$ cat src/rtl/core_lsu_ctrl_pkg.sv
// ============================================================================
// Module  : core_lsu_ctrl_pkg
// Brief   : Opcodes, FUNCT3 codes, LSU state encodings and decode helpers.
// Revision: 1.0 - initial release
// ============================================================================
`default_nettype none

package core_lsu_ctrl_pkg;

  localparam logic [6:0] OPCODE_I_LOAD = 7'b0000011;
  localparam logic [6:0] OPCODE_S      = 7'b0100011;

  localparam logic [2:0] FUNCT3_LB  = 3'b000;
  localparam logic [2:0] FUNCT3_LH  = 3'b001;
  localparam logic [2:0] FUNCT3_LW  = 3'b010;
  localparam logic [2:0] FUNCT3_LD  = 3'b011;
  localparam logic [2:0] FUNCT3_LBU = 3'b100;
  localparam logic [2:0] FUNCT3_LHU = 3'b101;
  localparam logic [2:0] FUNCT3_LWU = 3'b110;
  localparam logic [2:0] FUNCT3_SD  = 3'b011;

  localparam logic [1:0] SIZE_B = 2'd0;
  localparam logic [1:0] SIZE_H = 2'd1;
  localparam logic [1:0] SIZE_W = 2'd2;
  localparam logic [1:0] SIZE_D = 2'd3;

  localparam logic EXT_SIGNED   = 1'b0;
  localparam logic EXT_UNSIGNED = 1'b1;

  typedef logic [2:0] lsu_state_t;

  localparam lsu_state_t LSU_IDLE = 3'd0;
  localparam lsu_state_t LSU_REQ0 = 3'd1;
  localparam lsu_state_t LSU_RSP0 = 3'd2;
  localparam lsu_state_t LSU_REQ1 = 3'd3;
  localparam lsu_state_t LSU_RSP1 = 3'd4;

  // Doubleword accesses and LWU only exist on a 64-bit datapath.
  function automatic logic f3_illegal(input logic [2:0] f3,
                                      input logic       is_store,
                                      input logic       xlen64);
    logic ill;
    ill = (f3 == 3'b111);
    if (is_store && f3[2]) ill = 1'b1;
    if (!xlen64 && ((f3 == FUNCT3_LD) || (f3 == FUNCT3_LWU))) ill = 1'b1;
    return ill;
  endfunction

endpackage

`default_nettype wire

$ cat src/rtl/core_lsu_align.sv
// ============================================================================
// Module  : core_lsu_align
// Brief   : Byte strobes, store lane shifting, load merge and extension.
// Revision: 1.0 - initial release
// ============================================================================
`default_nettype none

module core_lsu_align
  import core_lsu_ctrl_pkg::*;
#(
  parameter  int XLEN = 32,
  localparam int SW   = XLEN / 8,
  localparam int OW   = $clog2(SW)
) (
  input  logic [OW-1:0]   off_i,
  input  logic [2:0]      f3_i,
  input  logic [XLEN-1:0] data_i,
  input  logic [XLEN-1:0] rdata_i,
  input  logic [XLEN-1:0] low_i,
  input  logic            beat1_i,
  output logic [SW-1:0]   strb0_o,
  output logic [SW-1:0]   strb1_o,
  output logic [XLEN-1:0] wdata0_o,
  output logic [XLEN-1:0] wdata1_o,
  output logic [XLEN-1:0] merged_o,
  output logic [XLEN-1:0] ext_o
);

  logic [SW-1:0]   size_mask;
  logic [XLEN-1:0] data_mask;
  logic [OW+2:0]   sh;
  logic [OW+3:0]   rsh;
  logic [OW:0]     rsw;
  logic            sign;

  always_comb begin
    size_mask = '0;
    for (int i = 0; i < SW; i++) begin
      if (i < (1 << f3_i[1:0])) size_mask[i] = 1'b1;
    end
  end

  for (genvar g = 0; g < SW; g++) begin : g_byte_mask
    assign data_mask[8*g +: 8] = {8{size_mask[g]}};
  end

  // Beat 1 carries whatever spilled past the top lane of beat 0.
  assign sh  = {off_i, 3'b000};
  assign rsh = (OW + 4)'(XLEN) - {1'b0, sh};
  assign rsw = (OW + 1)'(SW) - {1'b0, off_i};

  assign strb0_o  = size_mask << off_i;
  assign strb1_o  = size_mask >> rsw;
  assign wdata0_o = data_i << sh;
  assign wdata1_o = data_i >> rsh;

  assign merged_o = beat1_i ? (low_i | ((rdata_i << rsh) & data_mask))
                            : (rdata_i >> sh);

  always_comb begin
    case (f3_i[1:0])
      SIZE_B:  sign = merged_o[7];
      SIZE_H:  sign = merged_o[15];
      SIZE_W:  sign = merged_o[31];
      default: sign = merged_o[XLEN-1];
    endcase
    ext_o = (merged_o & data_mask) |
            ((sign && (f3_i[2] == EXT_SIGNED)) ? ~data_mask : '0);
  end

endmodule

`default_nettype wire

$ cat src/rtl/core_lsu_ctrl.sv
// ============================================================================
// Module  : core_lsu_ctrl
// Brief   : Load/store sequencer issuing one or two aligned bus beats.
// Revision: 1.0 - initial release
// ============================================================================
`default_nettype none

module core_lsu_ctrl
  import core_lsu_ctrl_pkg::*;
#(
  parameter  int XLEN             = 32,
  parameter  int ABITS            = 32,
  parameter  int SPLIT_MISALIGNED = 1,
  localparam int SW               = XLEN / 8,
  localparam int OW               = $clog2(SW)
) (
  input  logic             CLK,
  input  logic             RST,
  input  logic             C_CMEM,
  input  logic [6:0]       OPCODE,
  input  logic [2:0]       FUNCT3,
  input  logic [XLEN-1:0]  IMM,
  input  logic [XLEN-1:0]  REG_RDATA1,
  input  logic [XLEN-1:0]  REG_RDATA2,
  output logic             BUSY,
  output logic             DONE,
  output logic             MISALIGN,
  output logic             ILLEGAL,
  output logic [XLEN-1:0]  LOAD_DATA,
  output logic             DMEM_VALID,
  input  logic             DMEM_READY,
  output logic             DMEM_WE,
  output logic [ABITS-1:0] DMEM_ADDR,
  output logic [XLEN-1:0]  DMEM_WDATA,
  output logic [SW-1:0]    DMEM_STRB,
  input  logic             DMEM_RVALID,
  input  logic [XLEN-1:0]  DMEM_RDATA
);

  lsu_state_t       state_q, state_d;
  logic [ABITS-1:0] ea_q;
  logic [2:0]       f3_q;
  logic [XLEN-1:0]  data_q, low_q, load_data_q;
  logic             we_q, done_q, mis_q, ill_q;
  logic             done_d, mis_d, ill_d, complete;

  logic [ABITS-1:0] ea_in;
  logic [3:0]       size_in, size_q;
  logic             is_ld_in, is_st_in, ill_in, mis_in, trap_in, go_in;
  logic [OW-1:0]    off_q;
  logic [ABITS-1:0] base_q;
  logic             cross_q, beat1;

  logic [SW-1:0]    strb0, strb1;
  logic [XLEN-1:0]  wdata0, wdata1, merged, ext;

  assign ea_in    = ABITS'(REG_RDATA1 + IMM);
  assign size_in  = 4'd1 << FUNCT3[1:0];
  assign mis_in   = ((4'(ea_in[OW-1:0])) & (size_in - 4'd1)) != 4'd0;
  assign is_ld_in = (OPCODE == OPCODE_I_LOAD);
  assign is_st_in = (OPCODE == OPCODE_S);
  assign ill_in   = f3_illegal(FUNCT3, is_st_in, XLEN == 64);
  assign trap_in  = (SPLIT_MISALIGNED == 0) && mis_in;
  assign go_in    = (is_ld_in || is_st_in) && !ill_in && !trap_in;

  assign off_q   = ea_q[OW-1:0];
  assign size_q  = 4'd1 << f3_q[1:0];
  assign base_q  = {ea_q[ABITS-1:OW], {OW{1'b0}}};
  assign cross_q = (4'(off_q) + size_q) > 4'(SW);
  assign beat1   = (state_q == LSU_REQ1) || (state_q == LSU_RSP1);

  core_lsu_align #(
    .XLEN(XLEN)
  ) u_align (
    .off_i   (off_q),
    .f3_i    (f3_q),
    .data_i  (data_q),
    .rdata_i (DMEM_RDATA),
    .low_i   (low_q),
    .beat1_i (beat1),
    .strb0_o (strb0),
    .strb1_o (strb1),
    .wdata0_o(wdata0),
    .wdata1_o(wdata1),
    .merged_o(merged),
    .ext_o   (ext)
  );

  always_ff @(posedge CLK) begin
    if (RST) state_q <= LSU_IDLE;
    else     state_q <= state_d;
  end

  always_comb begin
    state_d  = state_q;
    complete = 1'b0;
    case (state_q)
      LSU_IDLE: if (C_CMEM && go_in) state_d = LSU_REQ0;
      LSU_REQ0: begin
        if (DMEM_READY) begin
          if (!we_q) begin
            state_d = LSU_RSP0;
          end else if (cross_q) begin
            state_d = LSU_REQ1;
          end else begin
            state_d  = LSU_IDLE;
            complete = 1'b1;
          end
        end
      end
      LSU_RSP0: begin
        if (DMEM_RVALID) begin
          state_d  = cross_q ? LSU_REQ1 : LSU_IDLE;
          complete = !cross_q;
        end
      end
      LSU_REQ1: begin
        if (DMEM_READY) begin
          state_d  = we_q ? LSU_IDLE : LSU_RSP1;
          complete = we_q;
        end
      end
      LSU_RSP1: begin
        if (DMEM_RVALID) begin
          state_d  = LSU_IDLE;
          complete = 1'b1;
        end
      end
      default: state_d = LSU_IDLE;
    endcase

    // Rejected issues finish without touching the bus.
    done_d = complete;
    mis_d  = 1'b0;
    ill_d  = 1'b0;
    if ((state_q == LSU_IDLE) && C_CMEM && !go_in) begin
      done_d = 1'b1;
      ill_d  = (is_ld_in || is_st_in) && ill_in;
      mis_d  = (is_ld_in || is_st_in) && !ill_in && trap_in;
    end
  end

  always_ff @(posedge CLK) begin
    if (RST) begin
      ea_q        <= '0;
      f3_q        <= '0;
      data_q      <= '0;
      we_q        <= 1'b0;
      low_q       <= '0;
      load_data_q <= '0;
      done_q      <= 1'b0;
      mis_q       <= 1'b0;
      ill_q       <= 1'b0;
    end else begin
      if ((state_q == LSU_IDLE) && C_CMEM) begin
        ea_q   <= ea_in;
        f3_q   <= FUNCT3;
        data_q <= REG_RDATA2;
        we_q   <= is_st_in;
      end
      if ((state_q == LSU_RSP0) && DMEM_RVALID) low_q <= merged;
      if (complete && !we_q) load_data_q <= ext;
      done_q <= done_d;
      mis_q  <= mis_d;
      ill_q  <= ill_d;
    end
  end

  always_comb begin
    BUSY       = (state_q != LSU_IDLE);
    DMEM_VALID = 1'b0;
    DMEM_WE    = 1'b0;
    DMEM_ADDR  = '0;
    DMEM_STRB  = '0;
    DMEM_WDATA = '0;
    case (state_q)
      LSU_REQ0: begin
        DMEM_VALID = 1'b1;
        DMEM_WE    = we_q;
        DMEM_ADDR  = base_q;
        DMEM_STRB  = strb0;
        DMEM_WDATA = wdata0;
      end
      LSU_REQ1: begin
        DMEM_VALID = 1'b1;
        DMEM_WE    = we_q;
        DMEM_ADDR  = base_q + ABITS'(SW);
        DMEM_STRB  = strb1;
        DMEM_WDATA = wdata1;
      end
      default: ;
    endcase
  end

  assign DONE      = done_q;
  assign MISALIGN  = mis_q;
  assign ILLEGAL   = ill_q;
  assign LOAD_DATA = load_data_q;

endmodule

`default_nettype wire
$ cat config.mk
export PLATFORM = sky130hd
export DESIGN_NAME = core_lsu_ctrl
export DESIGN_NICKNAME = d
export VERILOG_FILES = /design/src/rtl/core_lsu_ctrl_pkg.sv /design/src/rtl/core_lsu_align.sv /design/src/rtl/core_lsu_ctrl.sv
export SDC_FILE = /design/constraint.sdc
export NUM_CORES = 1
export LEC_CHECK = 0
export ABC_AREA = 1
export CAP_MARGIN = 40
export CORE_ASPECT_RATIO = 1.4
export CORE_MARGIN = 2
export CORE_UTILIZATION = 45
export DETAILED_ROUTE_END_ITERATION = 8
export PLACE_DENSITY = 0.72
export SYNTH_ARGS = -nofsm -noshare
export SYNTH_HDL_FRONTEND = slang
export SYNTH_SLANG_ARGS = --single-unit
export TNS_END_PERCENT = 100
$ cat constraint.sdc
create_clock -name CLK -period 3.76 [get_ports CLK]
set_input_delay 0.752 -clock CLK [delete_from_list [all_inputs] [get_ports CLK]]
set_output_delay 0.752 -clock CLK [all_outputs]
set_load 0.02 [all_outputs]
# After elaboration in Yosys (flattened, before gate mapping)
# Index checks and enable logic that the tools add are counted.
# totals
input_bits	143
output_inout_bits	106
regBits	137
# op_classes
n_mux	31
addsub	5
eq_ne	15
bitwise_logic	7
reduce_logical	22
shift	8
magnitude_cmp	5
# ops
operator	n
32-bit one-hot mux with 2 select lines	2
32-bit AND	2
3-bit by 32-bit less-than comparator with 1-bit output (first input constant)	2
32-bit two-way mux	2
32-bit bitwise OR	2
32-bit by 3-bit adder with 32-bit output (second input constant)	1
32-bit adder	1
1-bit by 32-bit less-than comparator with 1-bit output (first input constant)	1
2-bit by 32-bit less-than comparator with 1-bit output (first input constant)	1
32-bit NOT	1
1-bit by 2-bit left shift with 32-bit output (first input constant)	1
32-bit by 5-bit left shift with 32-bit output	1
32-bit by 6-bit left shift with 32-bit output	1
32-bit by 5-bit right shift with 32-bit output	1
32-bit by 6-bit right shift with 32-bit output	1
3-bit two-way mux	6
1-bit two-way mux	15
3-bit one-hot mux with 5 select lines	1
2-bit inequality test (second input constant)	5
3-bit by 2-bit == test with 1-bit output (second input constant)	3
3-bit == test (second input constant)	3
1-bit logical AND	9
4-bit one-hot mux with 2 select lines	1
7-bit by 2-bit == test with 1-bit output (second input constant)	1
other kinds (21)	29

# Depth between registers and ports, before layout
# Gate-level depths: netlist of the first run.
# depth
word_depth	10
mapped_depth	18
mapped_depth_nobuf	17

# By module
# From an unflattened synthesis of the first run, not the netlist that was laid out.
# unflattened
cells_unflattened	2060
area_unflattened_um2	11888.9
# modules_own_cells
mod	area_each_um2	cells_each	n_inst	seq_area_each_um2
core_lsu_ctrl	9232.6	1497	1	2742.6
core_lsu_align	2656.3	563	1	0.0

# Worst setup path after synthesis of the first run
# No wires, ideal clock.
# synth_path
path_type	flip-flop to output port
from	register ea_q[1]
to	output port DMEM_WDATA[20]
slack_ps	279
t_required_ps	3008
path_stages_with_launch	12
arrival_time_ps	2729
path_cell_list	dfxtp_1 -> buf_2 -> clkinv_1 -> clkbuf_1 -> clkbuf_1 -> ha_1 -> buf_2 -> buf_1 -> nor2_2 -> inv_1 -> buf_2 -> o21ai_0
# synth_between
elab_chain_len	3
# synth_rtl
item	line	source
from (decl)	core_lsu_ctrl.sv:41	logic [ABITS-1:0] ea_q;
from (signal assigned)	core_lsu_ctrl.sv:156	ea_q <= ea_in;
6-bit by 5-bit subtractor with 6-bit output	core_lsu_align.sv:49	assign rsh = (OW + 4)'(XLEN) - {1'b0, sh};
32-bit by 6-bit right shift with 32-bit output	core_lsu_align.sv:55	assign wdata1_o = data_i >> rsh;
32-bit one-hot mux with 2 select lines (*)	core_lsu_ctrl.sv:176	case (state_q)
to (decl)	core_lsu_ctrl.sv:34	output logic [XLEN-1:0] DMEM_WDATA,
# Mark *: on every way between the ends. The rest lies on a longest branch, timed or not.

# Worst setup path in the final report of the first run
# Same ends and word-level chain as after synthesis.

==> results of run 1 <==
-- power by group --
group	total, mW	switching (mW)	leakage, nW	internal [mW]
Combinational	5.34	3.56	5.31	1.78
Clock	1.97	0.691	0.327	1.28
Sequential	2.18	0.307	1.12	1.87
-- cell families after synthesis --
logic type | share of synthesized area
xor gates and xnor gates | 0.0179
other | 0.000333
and+or+nand+nor | 0.336
buffers and inverters | 0.141
adders and majority gates | 0.0435
DFF | 0.243
AOI/OAI and AO/OA | 0.218
-- worst min path at each step --
stage	slack, ns	start	cells past startpoint	endpoint
finish	0.46	LOAD_DATA[20]	2	LOAD_DATA[20]
detailed placement	0.45	LOAD_DATA[23]	2	LOAD_DATA[23]
global route	0.49	LOAD_DATA[17]	2	LOAD_DATA[17]
floorplan	0.44	low_q[31]	2	low_q[31]
global placement	0.45	low_q[31]	2	low_q[31]
CTS	0.46	LOAD_DATA[23]	2	LOAD_DATA[23]
-- sequential cells by signal, summed over array words and instances, names as in the netlist --
register   flops
low_q         32
state_q        3
ILLEGAL        1
ea_q          32
f3_q           3
we_q           1
DONE           1
data_q        32
LOAD_DATA     32
-- what timing repair did --
item                                    4_1_cts  5_1_grt
endpoints found under the setup margin        0       22
buffers inserted                              0        1
resized for setup                             0        6
endpoints found under the hold margin         0        0
-- stage by stage --
stage           util  total power [mW]
2_1_floorplan      -              5.64
6_report       0.593              9.49
3_5_place_dp   0.564              7.42
3_3_place_gp   0.564              7.35
5_1_grt        0.593              10.1
4_1_cts        0.592              9.40
-- cell usage in the layout, fill, tap and decap left out, drive strengths merged, types with 6 or more instances in the layout --
cell	n
o21bai	7
nand4	20
nand2	501
clkdlybuf4s50	243
nor3	24
xor2	19
a22oi	10
nor3b	13
o22ai	26
buf	27
dfxtp	137
o21ai	153
nor2	160
clkbuf	20
a21oi	200
a31oi	6
nand3	158
ha	36
o211ai	29
nor4	7
inv	307
bufinv	6
-- critical path: cells and delay by family, from the launching register on --
| kind | cells | cell delay, ns |
|---|---|---|
| AND/OR/NAND/NOR | 1 | 0.23 |
| adder cells (fa/ha/maj) | 1 | 0.45 |
| buffers and inverters | 4 | 1.17 |
| AO/OA/AOI/OAI | 1 | 0.20 |
| flip-flops | 1 | 0.37 |
-- metal layers --
layer | global-route usage | up-vias | routed length (µm)
met3 | 0.0499 | 143 | 2660
met4 | 0.224 | 0 | 3010
met5 | 0 | - | 0
met2 | 0.545 | 571 | 20200
met1 | 0.372 | 6115 | 16300
li1 | - | 6697 | -
-- final cells by class --
class / instances / area (µm²) / area share
well taps: 315 / 394 / 0.0269
flip-flops and latches: 137 / 2750 / 0.188
clock buffers: 20 / 457 / 0.0312
clock inverters: 11 / 216 / 0.0148
repair buffers: 271 / 2670 / 0.183
inverters: 310 / 1180 / 0.0805
multi-input cells: 1405 / 6970 / 0.476
==> summary.md, run 1 <==
| Metric | Value |
|---|---|
| Largest net degree at the start of global routing | `76` |
| Vias in the first global route | `13.0k` |
| R2R depth | `14` |
| Count leader, synth | `nand2_1` |
| Synth area leaders | `dfxtp_1, nand2_1, inv_1, a21oi_1, nand3_1` |
| Crit Path Category | `reg -> out` |
| Endpoint class of the critical path | `primary output` |
| Skew-Pair Late Insertion Delay | `0.44 ns` |
| 1st-iter DRT viols | `964` |
| Distinct cells, synth | `47` |
| CTS H-Tree Depth | `4` |
| Post-route cell area | `14600 µm²` |
| Relative slew slack | `0.503` |
| CP peak stage delay | `0.65 ns` |
| Clock sinks | `137` |
| DRT Wirelength | `42100 µm` |
| Die width | `138 µm` |
| Worst-Margin Slew | `0.745 ns` |
| Final cell count without fillers | `2469` |
| Synthesized flop and latch total | `137` |
| DR vias | `13.5k` |
| Core outline area | `24700 µm²` |
| Die height | `191 µm` |
| Pwr Density | `648 nW/µm²` |
| R2r endpoint | `LOAD_DATA[31]` |
| Port bufs | `245` |
| Vias per cell | `5.48` |
| Die area | `26400 µm²` |
| FFs w/ async S/R, synth | `0` |
| DRC violations left | `0` |
| RSZ-0062 raised after global routing | `false` |
| Fin worst setup slack | `0.137 ns` |
| Hold-fix buffers, CTS | `0` |
| Outcome | `completed` |
| Worst setup path endpoint | `DMEM_WDATA[20]` |
| Num rows | `68` |
| Peak VDD IR | `0.376 mV` |
| Crit path top cell by count | `clkinvlp_4` |
| Synth top area share | `0.243` |
| CTS clk-pin slew, worst paths | `0.06 ns` |
| Gate count after technology mapping | `1941` |
| Antenna cell count | `0` |
| Synthesized area per cell | `5.81 µm²` |
| Required @ worst endpoint | `3.01 ns` |
| Total track usage | `0.324` |
| Max Slew Vio Count | `0` |
| Final Hold Violating Endpoints | `0` |
| Post-synth top cells | `nand2_1, inv_1, a21oi_1` |
| CTS tree | `yes` |
| Area leader, netlist | `dfxtp_1` |
| I/O Pins | `249` |
| Clock buffer depth | `2` |
| Pre-antenna DRT Iters | `5` |
| Mapped Area | `11300 µm²` |
| Drt wl/cell | `17.1 µm` |
| Fmax | `276 MHz` |
| Post-synthesis sequential area ratio | `0.243` |
| Placer Congestion | `0.967` |
| Final HPWL DP | `31500 µm` |
| Inserted Clock Buffers | `17` |
| Placed cell count | `2437` |
| Dpl ws | `0.519 ns` |
| R2R Setup Slk | `0.73 ns` |
| Worst Path Arrival | `2.87 ns` |
| Top FF cell, synth | `dfxtp_1` |
| Maxcap violations | `0` |
| Min Hold Slack | `0.464 ns` |
| Ys Warns | `0` |
| Layout cell share with drive strength beyond 1 | `0.0404` |
| Max Clock Skew | `0.00658 ns` |
| Area delta synth->final | `29.8%` |
| Post-route ant nets | `0` |
| Initial antenna violation count | `0` |
| Startpoint types | `flip-flop` |
| Fillers | `2457` |
| Final net count | `2323` |
| Final setup TNS | `0 ns` |
| Clk Tree Root Cell | `clkbuf_16` |
| Final setup fails | `0` |
| Part of the cycle the worst path needs | `0.964` |
| Launch point of the worst path | `ea_q[1]` |
| GRT Residual Overflow | `0` |
| First-pass GRT wire length | `66400 µm` |
| Fin crit period | `3.62 ns` |
| CP max stage cell | `clkdlybuf4s50_1` |
| Reg2reg start | `ea_q[0]` |
| Post-synth EDFFs | `0` |
| Worst Hold Class | `reg -> reg` |
| Critical Path, Cell by Cell | `clkinvlp_4, ha_1, nor2_4, clkinvlp_4, buf_4, o21ai_0, clkdlybuf4s50_1` |
| Initial Util | `0.457` |
| Area after DPL | `13900 µm²` |
| Crit-path max FO | `13` |
| Lkg Pwr | `6.76 nW` |
Power figures use the tool's default switching activity.
==> run 2, diff against run 1 <==
--- a/config.mk
+++ b/config.mk
@@ -8,10 +8,10 @@
 export ABC_AREA = 1
 export CAP_MARGIN = 40
 export CORE_ASPECT_RATIO = 1.4
-export CORE_MARGIN = 2
+export CORE_MARGIN = 8
 export CORE_UTILIZATION = 45
 export DETAILED_ROUTE_END_ITERATION = 8
-export PLACE_DENSITY = 0.72
+export PLACE_DENSITY_LB_ADDON = 0.2
 export SYNTH_ARGS = -nofsm -noshare
 export SYNTH_HDL_FRONTEND = slang
 export SYNTH_SLANG_ARGS = --single-unit
==> run 2 against run 1 <==
Net effect:
- sequential share of layout area is 0.12 points higher
- first-iteration DRC count is 3.8% lower
- clock-buffer cell count unchanged
- setup slack better by 0.0025 ns
- fmax hardly changed
- critical path depth is 1 higher
- largest cell class unchanged
- highest routed layer unchanged
- die area increased by 16%
- clock skew increased by 0.0032 ns
- via count up 0.47%
- routed wire length grew 3.5%
- total power is 3.3% lower
==> summary.md, run 2 (synthesis results as in run 1) <==
| Metric | Value |
|---|---|
| Outcome | `completed` |
| CP peak stage delay | `0.64 ns` |
| Total power | `9.17 mW` |
| Post-route ant nets | `0` |
| GRT Residual Overflow | `0` |
| Max Slew Vio Count | `0` |
| RSZ-0062 raised after global routing | `false` |
| Clk Tree Root Cell | `clkbuf_16` |
| Most frequent cells in the layout | `nand2_1, inv_1, clkdlybuf4s50_1` |
| Commonest non-fill, non-tap cell in the layout | `nand2_1` |
| I/O Pins | `249` |
| Worst Hold Class | `reg -> reg` |
| 1st-iter DRT viols | `927` |
| Initial antenna violation count | `1` |
| First-pass GRT wire length | `69100 µm` |
| Port bufs | `245` |
| Final net count | `2321` |
| Final Hold Violating Endpoints | `0` |
| Crit-path max FO | `6` |
| Drt wl/cell | `17.7 µm` |
| Inserted Clock Buffers | `17` |
| Vias in the first global route | `13.5k` |
| Pre-antenna DRT Iters | `5` |
| Die height | `203 µm` |
| CTS clk-pin slew, worst paths | `0.06 ns` |
| DRC violations left | `0` |
| Fin crit period | `3.62 ns` |
| Startpoint types | `flip-flop` |
| Placed cell count | `2435` |
| Part of the cycle the worst path needs | `0.963` |
| Required @ worst endpoint | `3.01 ns` |
| Crit Path Category | `reg -> out` |
| Clock sinks | `137` |
| Max Clock Skew | `0.00978 ns` |
| Clock buffer depth | `2` |
| Fmax | `276 MHz` |
| Lkg Pwr | `6.70 nW` |
| Worst path buffer plus inverter count | `1` |
| Final setup fails | `0` |
| Die area | `30400 µm²` |
| Layout cell share with drive strength beyond 1 | `0.0409` |
| Final setup TNS | `0 ns` |
| Worst Path Arrival | `2.87 ns` |
| Pwr Density | `631 nW/µm²` |
| Placer Congestion | `0.970` |
| Endpoint class of the critical path | `primary output` |
| DR vias | `13.6k` |
| Die width | `150 µm` |
| Num rows | `68` |
| Largest net degree at the start of global routing | `105` |
| Final cell count without fillers | `2467` |
| Final core occ | `0.589` |
| Relative slew slack | `0.515` |
| Critical Path, Cell by Cell | `ha_1, nand3_1, nor2_2, nand3_1, nor4_1, xnor2_1, nor2_1, clkdlybuf4s50_1` |
| Min Hold Slack | `0.463 ns` |
| Skew-Pair Late Insertion Delay | `0.43 ns` |
| Vias per cell | `5.51` |
| Peak VDD IR | `0.538 mV` |
| Crit path top cell by count | `nand3_1` |
| Total track usage | `0.285` |
| CP max stage cell | `clkdlybuf4s50_1` |
| Initial Util | `0.457` |
| Maxcap violations | `0` |
| CP top delay family | `simple AND/OR/NAND/NOR gates` |
| CTS H-Tree Depth | `4` |
| Final HPWL DP | `33800 µm` |
| DRT Wirelength | `43600 µm` |
| Worst-Margin Slew | `0.726 ns` |
| Area delta synth->final | `29.0%` |
| CTS tree | `yes` |
| Core outline area | `24700 µm²` |
run 2: path summary, 6_finish.rpt:
kind / start / to / slack [ns] / depth (start not counted)
setup reg to reg: ea_q[0] / LOAD_DATA[15] / 0.61 / 14
hold / removal: LOAD_DATA[25] / LOAD_DATA[25] / 0.46 / 2
hold reg to reg: LOAD_DATA[25] / LOAD_DATA[25] / 0.46 / 2
setup / recovery: ea_q[2] / DMEM_ADDR[22] / 0.14 / 8
run 2: cell type report:
| type | count | area [µm²] |
|---|---|---|
| inverters | 310 | 1170 |
| flip-flops and latches | 137 | 2750 |
| clock buffers | 20 | 478 |
| repair buffers | 269 | 2650 |
| fillers | 2472 | 10100 |
| multi-input cells | 1405 | 6980 |
| clock inverters | 10 | 116 |
| diodes | 1 | 2.50 |
| well taps | 315 | 394 |
run 2: stage by stage:
step,worst slack (ns),area [µm²]
floorplan,0.279,11300
global placement,0.523,13900
detailed placement,0.456,13900
CTS,0.0745,14500
global route,0.0268,14500
finish,0.140,14500
run 2: worst register-to-register path: stages (launching register included):
cell	delay, ns
dfxtp_4	0.34
buf_4	0.51
ha_1	0.31
fa_1	0.43
or2_2	0.31
nand2_1	0.09
nand2_1	0.12
nand2_1	0.08
nand2_1	0.05
nand2_1	0.11
nand2_2	0.08
clkinv_2	0.15
nand2_1	0.21
o21ai_0	0.22
inv_1	0.05
run 2: power by group:
group	leakage [nW]	internal (mW)	total [mW]	switching (mW)
clock network	0.290	1.04	1.72	0.677
registers	1.12	1.88	2.20	0.323
logic	5.28	1.77	5.25	3.49
total	6.70	4.69	9.17	4.49
run 2: repair_timing:
action                     in CTS  in global routing
setup endpoints to repair       2                 12
resized for setup               2                  7
hold buffers                    0                  0
buffers inserted                0                  1
run 2: layer usage:
| metal | share of wire | GRT usage |
|---|---|---|
| met1 | 0.38 | 0.313 |
| met2 | 0.49 | 0.487 |
| met3 | 0.064 | 0.0479 |
| met4 | 0.068 | 0.203 |
| met5 | 0 | 0 |
==> run 3, diff against run 2 <==
--- a/config.mk
+++ b/config.mk
@@ -9,7 +9,7 @@
 export CAP_MARGIN = 40
 export CORE_ASPECT_RATIO = 1.4
 export CORE_MARGIN = 8
-export CORE_UTILIZATION = 45
+export CORE_UTILIZATION = 25
 export DETAILED_ROUTE_END_ITERATION = 8
 export PLACE_DENSITY_LB_ADDON = 0.2
 export SYNTH_ARGS = -nofsm -noshare
==> run 3 against run 2 <==
Net effect:
- worst hold slack better by 0.0020 ns
- cell count is 10% higher
- sequential cell count unchanged
- sequential power barely moved
- largest cell class unchanged
- highest routed layer unchanged
==> summary.md, run 3 (synthesis results as in run 1) <==
| Metric | Value |
|---|---|
| Outcome | `completed` |
| CP max stage cell | `clkdlybuf4s50_1` |
| Hold-fix buffers, CTS | `0` |
| Die height | `267 µm` |
| Part of the power in the clock network | `0.197` |
| Final setup fails | `0` |
| Crit Path Category | `reg -> out` |
| Reg2reg start | `ea_q[0]` |
| Commonest non-fill, non-tap cell in the layout | `nand2_1` |
| Required @ worst endpoint | `3.01 ns` |
| CTS clk-pin slew, worst paths | `0.06 ns` |
| Worst-Margin Slew | `0.723 ns` |
| Final core occ | `0.334` |
| NetSw | `4.67 mW` |
| Pre-antenna DRT Iters | `7` |
| Final net count | `2326` |
| Final Hold Violating Endpoints | `0` |
| R2R depth | `14` |
| Worst Hold Class | `reg -> reg` |
| 1st-iter DRT viols | `858` |
| DRC violations left | `0` |
| I/O Pins | `249` |
| Lkg Pwr | `6.80 nW` |
| R2r endpoint | `LOAD_DATA[12]` |
| Startpoint types | `flip-flop` |
| Placer Congestion | `0.926` |
| Initial antenna violation count | `3` |
| Max Slew Vio Count | `0` |
| Largest net degree at the start of global routing | `101` |
| Die width | `195 µm` |
| Hold depth | `2` |
| Final HPWL DP | `38900 µm` |
| Most frequent cells in the layout | `nand2_1, inv_1, clkdlybuf4s50_1` |
| Vias per cell | `4.89` |
| Crit path top cell by count | `nand2_1` |
| Inserted Clock Buffers | `17` |
| Clock sinks | `137` |
| Fmax | `276 MHz` |
| Max Clock Skew | `0.0141 ns` |
| Initial Util | `0.252` |
| Area delta synth->final | `32.7%` |
| Post-route ant nets | `0` |
| Hold wc startpoint | `LOAD_DATA[21]` |
| Clock buffer depth | `2` |
| Fillers | `4969` |
| Total track usage | `0.187` |
| CTS H-Tree Depth | `4` |
| Clk Tree Root Cell | `clkbuf_16` |
| Port bufs | `245` |
| Worst Path Arrival | `2.87 ns` |
| Part of the cycle the worst path needs | `0.963` |
| R2R Setup Slk | `0.49 ns` |
| Die area | `52200 µm²` |
| First-pass GRT wire length | `75800 µm` |
| CP peak stage delay | `0.64 ns` |
| Sw frac | `0.496` |
| GRT Residual Overflow | `0` |
| Internal power | `4.75 mW` |
| Core outline area | `44800 µm²` |
| CTS tree | `yes` |
| DRT Wirelength | `49800 µm` |
| Critical Path, Cell by Cell | `nand2_1, nor3_1, nand2_1, nor2_1, nand2_1, nand2_1, nand3_1, o21ai_0, clkdlybuf4s50_1` |
| Num rows | `92` |
| Crit-path max FO | `4` |
| Peak VDD IR | `0.339 mV` |
| Sequential share of power | `0.232` |
| Vias in the first global route | `13.2k` |
| Fin crit period | `3.62 ns` |
| RSZ-0062 raised after global routing | `false` |
| DR vias | `13.3k` |
| Skew-Pair Late Insertion Delay | `0.45 ns` |
| Layout cell share with drive strength beyond 1 | `0.0431` |
| Final setup TNS | `0 ns` |
| Pwr Density | `630 nW/µm²` |
| Combinational group share of total power | `0.571` |
| Endpoint class of the critical path | `primary output` |
| Drt wl/cell | `18.3 µm` |
| Worst Hold End | `LOAD_DATA[21]` |
| Maxcap violations | `0` |
| Relative slew slack | `0.518` |
==> run 3: area by class of cell <==
type | instances | area (µm²) | area share
Tap cell | 564 | 706 | 0.0471
Multi-Input combinational cell | 1405 | 6980 | 0.466
Clock buffer | 19 | 453 | 0.0303
Sequential cell | 137 | 2750 | 0.184
Antenna cell | 3 | 7.51 | 0.000502
Clock inverter | 13 | 181 | 0.0121
Inverter | 310 | 1180 | 0.0786
Timing Repair Buffer | 274 | 2710 | 0.181
==> run 3: power groups by stage <==
stage / Clock [mW] / Sequential [mW] / Combinational (mW)
after global routing: 1.97 / 2.25 / 5.96
after global placement: 0 / 2.21 / 5.38
after detailed placement: 0 / 2.21 / 5.38
after CTS: 1.91 / 2.19 / 5.41
final: 1.86 / 2.19 / 5.38
after floorplan: 0 / 2.25 / 3.39
==> run 3: timing repair <==
item | 4_1_cts | 5_1_grt
setup endpoints to repair | 3 | 16
resized for setup | 3 | 10
endpoints found under the hold margin | 0 | 0
setup buffers | 0 | 2
==> run 3: how the worst max path moves through the flow <==
stage / start / to / slack [ns] / cells past startpoint
3_5_place_dp: ea_q[0] / DMEM_WDATA[20] / 0.44 / 8
4_1_cts: ea_q[0] / DMEM_WDATA[20] / 0.04 / 8
3_3_place_gp: ea_q[2] / DMEM_ADDR[22] / 0.43 / 8
2_1_floorplan: ea_q[1] / DMEM_WDATA[20] / 0.28 / 11
6_report: ea_q[12] / DMEM_ADDR[29] / 0.14 / 9
5_1_grt: ea_q[2] / DMEM_ADDR[14] / 0.001 / 8
==> run 3: through the flow <==
stage	hold WS (ns)	std cells	total power, mW	setup slack [ns]	area, µm²
6_report	0.465	2725	9.42	0.138	15000
2_1_floorplan	0.437	1943	5.64	0.279	11300
5_1_grt	0.477	2723	10.2	0.00145	15000
3_5_place_dp	0.457	2688	7.60	0.442	14300
4_1_cts	0.467	2720	9.50	0.0359	14900
3_3_place_gp	0.454	2687	7.58	0.431	14300
==> run 3: worst max-delay path: cells and delay by family (launching register included) <==
family	cells	cell delay [ns]
AO/OA/AOI/OAI	1	0.08
buffers and inverters	1	0.64
flip-flops	1	0.42
AND/OR/NAND/NOR	7	1.28
==> run 3: layer usage <==
metal | vias to the layer above | GRT usage | share of wire
met1 | 6134 | 0.201 | 0.39
met5 | - | 0 | 0
met4 | 0 | 0.0862 | 0.039
li1 | 6720 | - | -
met3 | 91 | 0.0306 | 0.044
met2 | 392 | 0.353 | 0.52
